## src/rtl/vram_arbiter_if.sv

```systemverilog
// Signal bundle between the VRAM requesters (PPU, OAM DMA, CPU), the arbiter and the VRAM pins.
interface vram_arbiter_if;
  // Requesters raise *_req and hold it with stable address/data until their one-cycle *_ack pulse;
  // *_rdata is valid while *_ack=1, and blocked accompanies an ack for a request refused in mode 3.
  logic        ppu_req;
  logic [12:0] ppu_addr;
  logic [7:0]  ppu_rdata;
  logic        ppu_ack;
  logic        dma_req;
  logic [12:0] dma_addr;
  logic [7:0]  dma_rdata;
  logic        dma_ack;
  logic        cpu_req;
  logic        cpu_wr;
  logic [12:0] cpu_addr;
  logic [7:0]  cpu_wdata;
  logic [7:0]  cpu_rdata;
  logic        cpu_ack;
  logic        mode3;
  logic [12:0] vram_a;
  logic [7:0]  vram_dout;
  logic        vram_doe;
  logic [7:0]  vram_din;
  logic        vram_cs_n;
  logic        vram_oe_n;
  logic        vram_wr_n;
  logic        blocked;

  modport slave (
    input  ppu_req, ppu_addr, dma_req, dma_addr, cpu_req, cpu_wr, cpu_addr, cpu_wdata,
           mode3, vram_din,
    output ppu_rdata, ppu_ack, dma_rdata, dma_ack, cpu_rdata, cpu_ack, vram_a, vram_dout,
           vram_doe, vram_cs_n, vram_oe_n, vram_wr_n, blocked
  );

  modport master (
    output ppu_req, ppu_addr, dma_req, dma_addr, cpu_req, cpu_wr, cpu_addr, cpu_wdata,
           mode3, vram_din,
    input  ppu_rdata, ppu_ack, dma_rdata, dma_ack, cpu_rdata, cpu_ack, vram_a, vram_dout,
           vram_doe, vram_cs_n, vram_oe_n, vram_wr_n, blocked
  );
endinterface

```

## src/rtl/vram_arbiter.sv

```systemverilog
// Fixed-priority (PPU > DMA > CPU) VRAM arbiter running two-cycle ADDR/DATA accesses,
// with CPU/DMA lockout during PPU pixel transfer (mode 3).
module vram_arbiter (
  input  logic          clk,
  input  logic          nreset,
  vram_arbiter_if.slave bus,
  output logic [1:0]    o_dbg_state
);
  localparam logic [1:0] S_IDLE  = 2'd0;
  localparam logic [1:0] S_ADDR  = 2'd1;
  localparam logic [1:0] S_DATA  = 2'd2;
  localparam logic [1:0] OWN_PPU = 2'd0;
  localparam logic [1:0] OWN_DMA = 2'd1;
  localparam logic [1:0] OWN_CPU = 2'd2;

  logic [1:0]  r_state;
  logic [1:0]  r_owner;
  logic        r_op_wr;
  logic [12:0] r_vram_a;
  logic [7:0]  r_vram_dout;
  logic        r_cs_n;
  logic        r_oe_n;
  logic        r_wr_n;
  logic        r_doe;
  logic        r_ppu_ack;
  logic        r_dma_ack;
  logic        r_cpu_ack;
  logic        r_blocked;
  logic [7:0]  r_ppu_rdata;
  logic [7:0]  r_dma_rdata;
  logic [7:0]  r_cpu_rdata;

  logic        w_in_data;
  logic        w_arb;
  logic        w_ppu_cand;
  logic        w_dma_cand;
  logic        w_cpu_cand;
  logic        w_win_valid;
  logic [1:0]  w_win_id;
  logic [12:0] w_win_addr;
  logic        w_win_wr;
  logic        w_lock;
  logic        w_grant;
  logic        w_next_wr;
  logic [1:0]  w_next_state;

  assign w_in_data = (r_state == S_DATA);
  assign w_arb     = (r_state == S_IDLE) || w_in_data;

  // The owner finishing in DATA still holds req until its ack, so it is excluded like an acked requester.
  assign w_ppu_cand = bus.ppu_req && !r_ppu_ack && !(w_in_data && (r_owner == OWN_PPU));
  assign w_dma_cand = bus.dma_req && !r_dma_ack && !(w_in_data && (r_owner == OWN_DMA));
  assign w_cpu_cand = bus.cpu_req && !r_cpu_ack && !(w_in_data && (r_owner == OWN_CPU));

  always_comb begin
    w_win_valid = 1'b1;
    w_win_id    = OWN_PPU;
    w_win_addr  = bus.ppu_addr;
    w_win_wr    = 1'b0;
    if (w_ppu_cand) begin
      w_win_id   = OWN_PPU;
    end else if (w_dma_cand) begin
      w_win_id   = OWN_DMA;
      w_win_addr = bus.dma_addr;
    end else if (w_cpu_cand) begin
      w_win_id   = OWN_CPU;
      w_win_addr = bus.cpu_addr;
      w_win_wr   = bus.cpu_wr;
    end else begin
      w_win_valid = 1'b0;
    end
  end

  assign w_lock    = w_arb && w_win_valid && bus.mode3 && (w_win_id != OWN_PPU);
  assign w_grant   = w_arb && w_win_valid && !w_lock;
  assign w_next_wr = w_grant ? w_win_wr : r_op_wr;

  always_comb begin
    w_next_state = S_IDLE;
    case (r_state)
      S_ADDR:  w_next_state = S_DATA;
      default: w_next_state = w_grant ? S_ADDR : S_IDLE;
    endcase
  end

  // Strobes are computed from the next state so they are registered and align with r_state.
  always_ff @(posedge clk or negedge nreset) begin
    if (!nreset) begin
      r_state     <= S_IDLE;
      r_owner     <= OWN_PPU;
      r_op_wr     <= 1'b0;
      r_vram_a    <= 13'h0000;
      r_vram_dout <= 8'h00;
      r_cs_n      <= 1'b1;
      r_oe_n      <= 1'b1;
      r_wr_n      <= 1'b1;
      r_doe       <= 1'b0;
      r_ppu_ack   <= 1'b0;
      r_dma_ack   <= 1'b0;
      r_cpu_ack   <= 1'b0;
      r_blocked   <= 1'b0;
      r_ppu_rdata <= 8'h00;
      r_dma_rdata <= 8'h00;
      r_cpu_rdata <= 8'h00;
    end else begin
      r_state <= w_next_state;
      if (w_grant) begin
        r_owner  <= w_win_id;
        r_op_wr  <= w_win_wr;
        r_vram_a <= w_win_addr;
        if (w_win_wr) r_vram_dout <= bus.cpu_wdata;
      end
      r_cs_n    <= (w_next_state == S_IDLE);
      r_oe_n    <= (w_next_state == S_IDLE) || w_next_wr;
      r_doe     <= (w_next_state != S_IDLE) && w_next_wr;
      r_wr_n    <= !((w_next_state == S_DATA) && w_next_wr);
      r_ppu_ack <= w_in_data && (r_owner == OWN_PPU);
      r_dma_ack <= (w_in_data && (r_owner == OWN_DMA)) || (w_lock && (w_win_id == OWN_DMA));
      r_cpu_ack <= (w_in_data && (r_owner == OWN_CPU)) || (w_lock && (w_win_id == OWN_CPU));
      r_blocked <= w_lock;
      if (w_in_data && !r_op_wr) begin
        if (r_owner == OWN_PPU) r_ppu_rdata <= bus.vram_din;
        if (r_owner == OWN_DMA) r_dma_rdata <= bus.vram_din;
        if (r_owner == OWN_CPU) r_cpu_rdata <= bus.vram_din;
      end
      if (w_lock && (w_win_id == OWN_DMA)) r_dma_rdata <= 8'hFF;
      if (w_lock && (w_win_id == OWN_CPU)) r_cpu_rdata <= 8'hFF;
    end
  end

  assign bus.vram_a    = r_vram_a;
  assign bus.vram_dout = r_vram_dout;
  assign bus.vram_doe  = r_doe;
  assign bus.vram_cs_n = r_cs_n;
  assign bus.vram_oe_n = r_oe_n;
  assign bus.vram_wr_n = r_wr_n;
  assign bus.ppu_ack   = r_ppu_ack;
  assign bus.dma_ack   = r_dma_ack;
  assign bus.cpu_ack   = r_cpu_ack;
  assign bus.blocked   = r_blocked;
  assign bus.ppu_rdata = r_ppu_rdata;
  assign bus.dma_rdata = r_dma_rdata;
  assign bus.cpu_rdata = r_cpu_rdata;
  assign o_dbg_state   = r_state;
endmodule

```

## src/flat_wrapper.sv

```systemverilog
// flat-port wrapper written by rule: the top's interface ports become plain ports
module vram_arbiter_flat 
  (clk, nreset, o_dbg_state, bus_ppu_req, bus_ppu_addr, bus_dma_req, bus_dma_addr, bus_cpu_req, bus_cpu_wr, bus_cpu_addr, bus_cpu_wdata, bus_mode3, bus_vram_din, bus_ppu_rdata, bus_ppu_ack, bus_dma_rdata, bus_dma_ack, bus_cpu_rdata, bus_cpu_ack, bus_vram_a, bus_vram_dout, bus_vram_doe, bus_vram_cs_n, bus_vram_oe_n, bus_vram_wr_n, bus_blocked);
  vram_arbiter_if bus_i ();
  input  logic clk;
  input  logic nreset;
  output logic [1:0] o_dbg_state;
  input wire logic [$bits(bus_i.ppu_req)-1:0] bus_ppu_req;
  input wire logic [$bits(bus_i.ppu_addr)-1:0] bus_ppu_addr;
  input wire logic [$bits(bus_i.dma_req)-1:0] bus_dma_req;
  input wire logic [$bits(bus_i.dma_addr)-1:0] bus_dma_addr;
  input wire logic [$bits(bus_i.cpu_req)-1:0] bus_cpu_req;
  input wire logic [$bits(bus_i.cpu_wr)-1:0] bus_cpu_wr;
  input wire logic [$bits(bus_i.cpu_addr)-1:0] bus_cpu_addr;
  input wire logic [$bits(bus_i.cpu_wdata)-1:0] bus_cpu_wdata;
  input wire logic [$bits(bus_i.mode3)-1:0] bus_mode3;
  input wire logic [$bits(bus_i.vram_din)-1:0] bus_vram_din;
  output wire logic [$bits(bus_i.ppu_rdata)-1:0] bus_ppu_rdata;
  output wire logic [$bits(bus_i.ppu_ack)-1:0] bus_ppu_ack;
  output wire logic [$bits(bus_i.dma_rdata)-1:0] bus_dma_rdata;
  output wire logic [$bits(bus_i.dma_ack)-1:0] bus_dma_ack;
  output wire logic [$bits(bus_i.cpu_rdata)-1:0] bus_cpu_rdata;
  output wire logic [$bits(bus_i.cpu_ack)-1:0] bus_cpu_ack;
  output wire logic [$bits(bus_i.vram_a)-1:0] bus_vram_a;
  output wire logic [$bits(bus_i.vram_dout)-1:0] bus_vram_dout;
  output wire logic [$bits(bus_i.vram_doe)-1:0] bus_vram_doe;
  output wire logic [$bits(bus_i.vram_cs_n)-1:0] bus_vram_cs_n;
  output wire logic [$bits(bus_i.vram_oe_n)-1:0] bus_vram_oe_n;
  output wire logic [$bits(bus_i.vram_wr_n)-1:0] bus_vram_wr_n;
  output wire logic [$bits(bus_i.blocked)-1:0] bus_blocked;
  assign bus_i.ppu_req = bus_ppu_req;
  assign bus_i.ppu_addr = bus_ppu_addr;
  assign bus_i.dma_req = bus_dma_req;
  assign bus_i.dma_addr = bus_dma_addr;
  assign bus_i.cpu_req = bus_cpu_req;
  assign bus_i.cpu_wr = bus_cpu_wr;
  assign bus_i.cpu_addr = bus_cpu_addr;
  assign bus_i.cpu_wdata = bus_cpu_wdata;
  assign bus_i.mode3 = bus_mode3;
  assign bus_i.vram_din = bus_vram_din;
  assign bus_ppu_rdata = bus_i.ppu_rdata;
  assign bus_ppu_ack = bus_i.ppu_ack;
  assign bus_dma_rdata = bus_i.dma_rdata;
  assign bus_dma_ack = bus_i.dma_ack;
  assign bus_cpu_rdata = bus_i.cpu_rdata;
  assign bus_cpu_ack = bus_i.cpu_ack;
  assign bus_vram_a = bus_i.vram_a;
  assign bus_vram_dout = bus_i.vram_dout;
  assign bus_vram_doe = bus_i.vram_doe;
  assign bus_vram_cs_n = bus_i.vram_cs_n;
  assign bus_vram_oe_n = bus_i.vram_oe_n;
  assign bus_vram_wr_n = bus_i.vram_wr_n;
  assign bus_blocked = bus_i.blocked;
  vram_arbiter u_core (.clk(clk), .nreset(nreset), .bus(bus_i), .o_dbg_state(o_dbg_state));
endmodule
```

## config.mk

```make
export PLATFORM = sky130hd
export DESIGN_NAME = vram_arbiter_flat
export DESIGN_NICKNAME = d
export VERILOG_FILES = /design/src/rtl/vram_arbiter_if.sv /design/src/rtl/vram_arbiter.sv /design/src/flat_wrapper.sv
export SDC_FILE = /design/constraint.sdc
export NUM_CORES = 1
export LEC_CHECK = 0
export CORE_ASPECT_RATIO = 1.25
export CORE_MARGIN = 2
export CORE_UTILIZATION = 44
export CTS_CLUSTER_SIZE = 28
export DETAILED_ROUTE_END_ITERATION = 16
export PLACE_DENSITY = 0.91
export SETUP_SLACK_MARGIN = 0.1
export SYNTH_ARGS = -nofsm -noshare
export SYNTH_HDL_FRONTEND = slang
export SYNTH_SLANG_ARGS = --single-unit
```

## constraint.sdc

```tcl
create_clock -name clk -period 5.34 [get_ports clk]
set_input_delay 1.068 -clock clk [delete_from_list [all_inputs] [get_ports clk]]
set_output_delay 1.068 -clock clk [all_outputs]
set_load 0.005 [all_outputs]
```

==> results of run 1 <==
## worst reg2reg max path, delay by kind of cell (launching register included)
kind / cells / cell delay (ns)
AO/OA/AOI/OAI: 2 / 0.83
multiplexers: 1 / 0.41
flip-flops: 1 / 0.57
AND/OR/NAND/NOR: 2 / 0.74
## logic make-up after synthesis
logic type | Yosys count
AND/OR/NAND/NOR | 59
flip-flops | 58
AO/OA/AOI/OAI | 34
buffers and inverters | 13
multiplexers | 39
## where the power goes
group          internal, mW  switching, mW  total (mW)
combinational         0.595          0.347       0.943
sequential            0.650          0.124       0.775
clock                 0.200          0.162       0.363
total                  1.45          0.634        2.08
## registers in the layout, indices dropped and copies added (netlist names), 2 cells and up, named ones only
name                  cells
u_core.bus.cpu_rdata      8
u_core.bus.dma_rdata      8
u_core.bus.ppu_rdata      8
u_core.bus.vram_a        13
u_core.bus.vram_dout      8
u_core.o_dbg_state        2
u_core.r_owner            2
## area by class of cell
cell class                 instances  area share [%]
clock buffer                      12           4.227
clock inverter                     2          0.3202
inverter                           3          0.2882
multi-input combinational        132           25.90
sequential                        58           37.24
tap                               64           2.049
timing repair buffer             118           29.97
## path summary, 6_finish.rpt
kind,from,endpoint
min,u_core.bus.vram_a[10]$_DFFE_PN0P_,u_core.bus.vram_a[10]$_DFFE_PN0P_
min in group asynchronous,nreset,u_core.bus.ppu_rdata[5]$_DFFE_PN0P_
max,bus_dma_req,u_core.bus.vram_a[12]$_DFFE_PN0P_
max reg2reg,u_core.o_dbg_state[0]$_DFF_PN0_,u_core.bus.vram_a[12]$_DFFE_PN0P_
max in group asynchronous,nreset,u_core.bus.vram_a[7]$_DFFE_PN0P_
min reg2reg,u_core.bus.vram_a[10]$_DFFE_PN0P_,u_core.bus.vram_a[10]$_DFFE_PN0P_
## cells in the final DEF (no fill, tap or decap), drive strengths merged
cell type / count
o2bb2a: 1
a21oi: 2
nand2b: 3
inv: 3
nand4bb: 1
and2: 1
clkbuf: 12
mux2: 31
nand4: 1
nor4bb: 1
nand3b: 1
o21ai: 1
clkinv: 1
mux2i: 8
or4b: 1
dfstp: 3
a2bb2oi: 12
buf: 3
nor3b: 3
o22ai: 15
dfrtp: 55
o311ai: 1
nor2: 7
nand2: 27
or3: 1
nand3: 10
a21boi: 1
clkinvlp: 1
clkdlybuf4s50: 115
a21o: 1
nor2b: 2
## metrics by stage
step / setup WS (ns) / hold WS (ns) / cells
CTS: 2.068 / 0.4936 / 389
global placement: 1.810 / 0.4735 / 375
finish: 2.081 / 0.4869 / 389
detailed placement: 1.717 / 0.4801 / 375
global route: 1.971 / 0.5060 / 389
floorplan: 2.649 / 0.4497 / 203
## per-layer routing
layer | vias up | track usage (%) | routed length [um]
met5 | - | 0 | 0
met4 | 0 | 11.84 | 161
met3 | 14 | 4.897 | 332
met2 | 73 | 36.28 | 3522
met1 | 997 | 26.14 | 2569
li1 | 969 | - | -
==> results.toml, run 1 <==
[run_status]
status = "complete, no violations"

[synthesis]
synth.cell_area_sq_um = 2532
yosys.area_share.simple_pct = 12.35
yosysMostFrequentCell = "dfrtp_1"
synth-seq-cells = 58
yosysTopAreaCell = "dfrtp_1"
synth_top_area_share_pct = 54.35
synth_top_family_by_area = "multiplexers"
synthCells = 203
avgSynthCellArea_sq_um = 12.48
synth_cell_type_count = 36
synth-compound-area-share_pct = 10.67
yosysWarnings = 0
synth_common_cells = "dfrtp_1, nand2_1, mux2_2"
synth_edf_count = 0
syn-num-nets = 265
synth.area.top_cells = "dfrtp_1, mux2_2, a2bb2oi_1, nand2_1, o22ai_1"
async_flop_share_pct = 100.0
ys.flop_type = "dfrtp_1"
muxShareOfSynthArea_pct = 16.95
synth-adder-area-share_pct = 0
yosysSeqAreaShare_pct = 57.46
synth_xor_area_share_pct = 0

[die]
rows = 30
dieArea_sq_um = 6382
ios = 117
core_sq_um = 5480
die_height_um = 88.82
start_util_pct = 46.21
die_width_um = 71.86

[global_route]
antenna_found_initial = 0
overflow = 0
grt_start_max_net_pins = 59
grt_pass1_wl_um = 10430
grt_pass1_vias = 2157
grt_usage_pct = 21.71

[sta]
fin_crit_ns = 3.259
fin_crit_sh_pct = 61.02
tns_ns = 0
slew_headroom_pct = 52.18
clock_skew_ns = 0.006862
hold_viol = 0
finalSetupViolations = 0
max_freq_ghz = 0.3069
tightest_slew_ns = 0.7173
grt_setup_unrepaired = "false"
finalMaxSlewViolations = 0

[setup_path]
crit_buf_inv = 2
cp_cell_sequence = "clkdlybuf4s50_1 -> inv_1 -> or3_1 -> a21o_1 -> a21oi_4 -> mux2_2"
crit_cells = 6
cp.arrival_ns = 3.47
critPathRequiredTime_ns = 5.55
max_stage_delay_ns = 0.65
worstRegToRegCells = 5
rrSetupSlack_ns = 2.68
crit_fanout = 19
cp_top_family = "compound AO/OA/AOI/OAI gates"
crit_type = "in2reg"
cp-end-kind = "flip-flop"
cp-start-kind = "input pin"
slowest_stage = "or3_1"

[clocking]
max-clock-path-buffers = 2
cts_resized = 0
clock_sinks = 58
postCtsHoldBufs = 0
clk_latency_ns = 0.33
cts.clk_slew.worst_paths_ns = 0.06
cts_root_buf = "clkbuf_8"
postCtsSetupBuffers = 0
cts_tree = "yes"
htreeDepth = 3
numCtsBuffers = 9

[cells_and_area]
register_area_sq_um = 1455
finalNetCount = 384
diodes = 0
fin_area_sq_um = 3908
post-route-util_pct = 71.30
drive_gt1_share_pct = 16.62
fill_cells = 378
syn2layout_area_growth_pct = 54.30
multiInputGateArea_sq_um = 1012

[drt]
drtIter0Drc = 96
dr_total_vias = 2053
wl_um = 6586
firstDrtPassIters = 4
vias_per_cell = 5.278
postRouteAntennaNets = 0
post_drt_wl_per_cell_um = 16.93
drc = 0

[power_and_ir_drop]
power.total_mw = 2.080
leakagePower_nw = 1.659
vdd_drop_max_uv = 319.5
p_per_area_nw_per_um2 = 532.2

[min_path]
hold_path.class = "reg2reg"
hold_depth = 1

[place]
io_buffers = 116
hpwl_um = 4841
finalWeightedCongestion = 0.7518
dpl-instance-area_sq_um = 3730

[job]
maxCapViolations = 0
Power figures use the tool's default switching activity.
==> run 2: changes to the inputs <==
--- a/config.mk
+++ b/config.mk
@@ -7,10 +7,10 @@
 export LEC_CHECK = 0
 export CORE_ASPECT_RATIO = 1.25
 export CORE_MARGIN = 2
-export CORE_UTILIZATION = 44
+export CORE_UTILIZATION = 41
 export CTS_CLUSTER_SIZE = 28
 export DETAILED_ROUTE_END_ITERATION = 16
-export PLACE_DENSITY = 0.91
+export PLACE_DENSITY = 0.86
 export SETUP_SLACK_MARGIN = 0.1
 export SYNTH_ARGS = -nofsm -noshare
 export SYNTH_HDL_FRONTEND = slang
==> constraint.sdc (replaced) <==
create_clock -name clk -period 3 [get_ports clk]
set_input_delay 0.6 -clock clk [delete_from_list [all_inputs] [get_ports clk]]
set_output_delay 0.6 -clock clk [all_outputs]
set_load 0.005 [all_outputs]
==> run 2 against run 1 <==
Sequential share of layout area shrank 1.0 points. Total power rose by 89%. Combinational power grew 80%. Die area grew 6.9%. Largest power group unchanged.
==> results.toml, run 2 (synthesis gave the netlist of run 1 again) <==
[setup_path]
crit_type = "reg2reg"
timing.rr.start = "u_core.o_dbg_state[0]$_DFF_PN0_"
critPathRequiredTime_ns = 3.21
crit_fanout = 15
cp.arrival_ns = 2.70
slowest_stage = "or4b_4"
max_stage_delay_ns = 0.57
worst_setup_path_startpoint = "u_core.o_dbg_state[0]$_DFF_PN0_"
cp-start-kind = "flip-flop"
cp-end-kind = "flip-flop"
cp_cell_sequence = "or4b_4 -> nand3b_2 -> nand3_1 -> nor2_4 -> mux2_2"

[cells_and_area]
multiInputGateArea_sq_um = 1012
largest_reg_flops = 13
final_cell_mix = "clkdlybuf4s50_1, dfrtp_1, nand2_1"
register_area_sq_um = 1455
diodes = 0
syn2layout_area_growth_pct = 58.70
fill_cells = 503
fin_cells = 416
finalNetCount = 388
final_common_cell = "clkdlybuf4s50_1"
drive_gt1_share_pct = 17.82

[sta]
fin_crit_sh_pct = 83.03
tns_ns = 0
slew_headroom_pct = 62.22
finalSetupViolations = 0
finalMaxSlewViolations = 0
max_freq_ghz = 0.4015
tightest_slew_ns = 0.5651
clock_skew_ns = 0.003685
grt_setup_unrepaired = "false"
hold_viol = 0
fin_crit_ns = 2.491

[place]
dp.cells = 400
finalWeightedCongestion = 0.7254
hpwl_um = 4972
io_buffers = 116

[global_route]
grt_pass1_vias = 2236
use_met2_pct = 34.52
overflow = 0
grt_start_max_net_pins = 24
grt.busiest_layer = "met2"
grt_usage_pct = 20.73
use_met1_pct = 24.10
globalRouteMet3Util_pct = 4.286
grt_pass1_wl_um = 10690
antenna_found_initial = 0

[drt]
post_drt_wl_per_cell_um = 16.18
wl_um = 6729
dr_total_vias = 2100
postRouteAntennaNets = 0
firstDrtPassIters = 4
vias_per_cell = 5.048
drc = 0
drtIter0Drc = 151

[power_and_ir_drop]
leakagePower_nw = 1.708
p_per_area_nw_per_um2 = 977.2
power.total_mw = 3.927
vdd_drop_max_uv = 452.5

[clocking]
clk_latency_ns = 0.32
postCtsHoldBufs = 0
cts_tree = "yes"
max-clock-path-buffers = 2
postCtsSetupBuffers = 0
cts.clk_slew.worst_paths_ns = 0.07
htreeDepth = 3
clock_sinks = 58
cts_root_buf = "clkbuf_8"
cts_resized = 0
numCtsBuffers = 9

[die]
start_util_pct = 41.61
core_sq_um = 6086
die_width_um = 74.30
ios = 117
rows = 32
die_height_um = 91.87
dieArea_sq_um = 6825

[run_status]
status = "complete, no violations"

[job]
maxCapViolations = 0

[min_path]
hold_path.class = "in2async"
## run 2: cell count changes in the layout (fill, tap and decap cells not counted)
cell | before | now
buf_4 | 2 | 6
bufinv_16 | 0 | 3
clkbuf_1 | 0 | 1
clkbuf_8 | 12 | 9
clkinv_2 | 1 | 3
clkinvlp_4 | 1 | 0
## run 2: final timing paths
path / to / slack [ns] / cells past startpoint
setup / recovery: u_core.bus.vram_dout[1]$_DFFE_PN0P_ / 0.51 / 5
hold / removal: u_core.bus.ppu_rdata[1]$_DFFE_PN0P_ / 0.20 / 1
setup reg to reg: u_core.bus.vram_dout[1]$_DFFE_PN0P_ / 0.51 / 5
hold reg to reg: u_core.bus.cpu_rdata[6]$_DFFE_PN0P_ / 0.49 / 2
max in group asynchronous: u_core.bus.vram_oe_n$_DFF_PN1_ / 2.10 / 2
min in group clk: u_core.bus.cpu_rdata[6]$_DFFE_PN0P_ / 0.49 / 2
## run 2: cell type report
class / count / area share, %
Multi-Input combinational cell: 132 / 25.19
Inverter: 3 / 0.2802
Sequential cell: 58 / 36.21
Clock buffer: 10 / 3.176
Tap cell: 85 / 2.646
Clock inverter: 6 / 2.615
Timing Repair Buffer: 122 / 29.89
## run 2: worst max-delay path: cells and delay by family, from the launching register on
kind,cells,cell delay (ns)
and+or+nand+nor,4,1.49
DFF,1,0.51
muxes,1,0.38
## run 2: power by group
part | internal (mW) | switching [mW] | total (mW)
logic | 1.08 | 0.625 | 1.70
registers | 1.16 | 0.220 | 1.38
clock network | 0.548 | 0.301 | 0.848
## run 2: metal layers
| metal | vias to the layer above | part of all wire, % |
|---|---|---|
| li1 | 984 | - |
| met1 | 1021 | 38 |
| met2 | 73 | 53 |
| met3 | 22 | 5.8 |
| met4 | 0 | 3.9 |
| met5 | - | 0 |
## run 2: metrics by stage
stage	setup slack [ns]	hold WS (ns)	area, sq um	util [%]
2_1_floorplan	0.7774	0.3044	2532	-
3_3_place_gp	0.3229	0.4706	3786	62.21
3_5_place_dp	0.2871	0.4781	3786	62.21
4_1_cts	0.4822	0.2031	4019	66.04
5_1_grt	0.3963	0.2320	4019	66.04
6_report	0.5091	0.2004	4019	66.04
==> run 3: changes to the inputs <==
==> constraint.sdc (replaced) <==
create_clock -name clk -period 2.5 [get_ports clk]
set_input_delay 0.5 -clock clk [delete_from_list [all_inputs] [get_ports clk]]
set_output_delay 0.5 -clock clk [all_outputs]
set_load 0.005 [all_outputs]
==> run 3 against run 2 <==
Via count fell by 1.3%. Die area did not move. Sequential share of layout area rose by 0.088 points. Largest cell class unchanged. Highest routed layer unchanged.
==> results.toml, run 3 (synthesis gave the netlist of run 1 again) <==
[setup_path]
crit_fanout = 9
cp_cell_sequence = "or4b_4 -> inv_2 -> nor3b_1 -> buf_4 -> nor3b_1 -> nand2b_1 -> nand2b_1"
max_stage_delay_ns = 0.59
critPathRequiredTime_ns = 2.75
cp.arrival_ns = 2.49
cp-start-kind = "flip-flop"
slowest_stage = "or4b_4"
crit_type = "reg2reg"
cp-end-kind = "flip-flop"

[sta]
tns_ns = 0
tightest_slew_ns = 0.6042
clock_skew_ns = 0.005605
max_freq_ghz = 0.4466
finalMaxSlewViolations = 0
fin_crit_ns = 2.239
hold_viol = 0
fin_crit_sh_pct = 89.56
slew_headroom_pct = 59.72
hold_ws_ns = 0.1816
finalSetupViolations = 0
grt_setup_unrepaired = "false"

[clocking]
cts_root_buf = "clkbuf_8"
max-clock-path-buffers = 2
numCtsBuffers = 9
postCtsHoldBufs = 0
htreeDepth = 3
clk_latency_ns = 0.32
cts_tree = "yes"
clock_sinks = 58
cts.clk_slew.worst_paths_ns = 0.06

[power_and_ir_drop]
p_int_mw = 3.123
p_comb_share_pct = 46.9
power.sequential.fraction_pct = 37.0
power_switching_mw = 1.371
vdd_drop_max_uv = 547.7
power.total_mw = 4.493
p_per_area_nw_per_um2 = 1120
netSwitchingFraction_pct = 30.50
p_clk_share_pct = 16.1
leakagePower_nw = 1.700

[global_route]
grt_start_max_net_pins = 34
grt_usage_pct = 20.71
overflow = 0
antenna_found_initial = 0
grt_pass1_wl_um = 10740
grt_pass1_vias = 2187

[drt]
wl_um = 6676
met3_length_um = 299
firstDrtPassIters = 4
drc = 0
dr_total_vias = 2073
met2_length_um = 3637
vias_per_cell = 4.959
postRouteAntennaNets = 0
drtIter0Drc = 84
highest_layer = "met4"
met1_length_um = 2649
post_drt_wl_per_cell_um = 15.97

[die]
die_height_um = 91.87
core_sq_um = 6086
start_util_pct = 41.61
ios = 117
dieArea_sq_um = 6825
rows = 32
die_width_um = 74.30

[cells_and_area]
largest_reg_flops = 13
diodes = 0
fill_cells = 480
final_cell_mix = "clkdlybuf4s50_1, dfrtp_1, nand2_1"
finalNetCount = 390
post-route-util_pct = 65.93
drive_gt1_share_pct = 18.02
final_common_cell = "clkdlybuf4s50_1"
fin_cells = 418
syn2layout_area_growth_pct = 58.45

[min_path]
hold_path.class = "in2async"

[job]
maxCapViolations = 0

[place]
dp.cells = 401
io_buffers = 116
hpwl_um = 4851
finalWeightedCongestion = 0.7671

[run_status]
status = "complete, no violations"
-- run 3: worst max-delay path: cells and delay by family, from the launching register on --
kind	cells	cell delay, ns
buffers and inverters	2	0.23
AND/OR/NAND/NOR	5	1.48
flip-flops	1	0.44
-- run 3: power groups by stage --
stage / clock network (mW) / logic (mW) / registers, mW
final: 0.725 / 2.11 / 1.66
after global routing: 0.792 / 2.26 / 1.73
after CTS: 0.752 / 2.13 / 1.66
after detailed placement: 0 / 2.12 / 1.66
after global placement: 0 / 2.06 / 1.64
after floorplan: 0 / 0.893 / 1.66
-- run 3: per-stage QoR --
stage	cell area (sq um)	worst slack [ns]
floorplan	2532	0.3768
CTS	3995	0.1156
global route	4013	0.07310
global placement	3831	0.1174
finish	4013	0.2611
detailed placement	3831	0.08994
-- run 3: layout make-up --
class	instances	area [sq um]	share of cell area (%)
clock buffer	13	148.9	3.711
clock inverter	3	15.01	0.3742
inverter	3	11.26	0.2806
multi-input combinational	132	1021	25.44
sequential	58	1456	36.30
tap	85	106.4	2.650
timing repair buffer	124	1254	31.24
-- run 3: repair_timing --
| action | 4_1_cts | 5_1_grt |
|---|---|---|
| setup buffers | 0 | 1 |
| endpoints found under the setup margin | 0 | 16 |
| resized for setup | 0 | 2 |
-- run 3: final timing paths --
path	startpoint	end	slack, ns	cells after the start
worst max-delay path	u_core.r_owner[1]$_DFFE_PN0P_	u_core.bus.dma_ack$_DFF_PN0_	0.26	7
worst min-delay path	nreset	u_core.bus.dma_rdata[4]$_DFFE_PN0P_	0.18	1
worst max register to register	u_core.r_owner[1]$_DFFE_PN0P_	u_core.bus.dma_ack$_DFF_PN0_	0.26	7
worst min register to register	u_core.bus.vram_a[6]$_DFFE_PN0P_	u_core.bus.vram_a[6]$_DFFE_PN0P_	0.49	1
max in group asynchronous	nreset	u_core.bus.vram_cs_n$_DFF_PN1_	1.66	2
min in group clk	u_core.bus.vram_a[6]$_DFFE_PN0P_	u_core.bus.vram_a[6]$_DFFE_PN0P_	0.49	1
-- run 3: routing by layer --
metal  up-vias  track usage (%)
li1        982                -
met1      1026            25.63
met2        57            35.42
met3         8            3.626
met4         0            7.887
met5         -                0
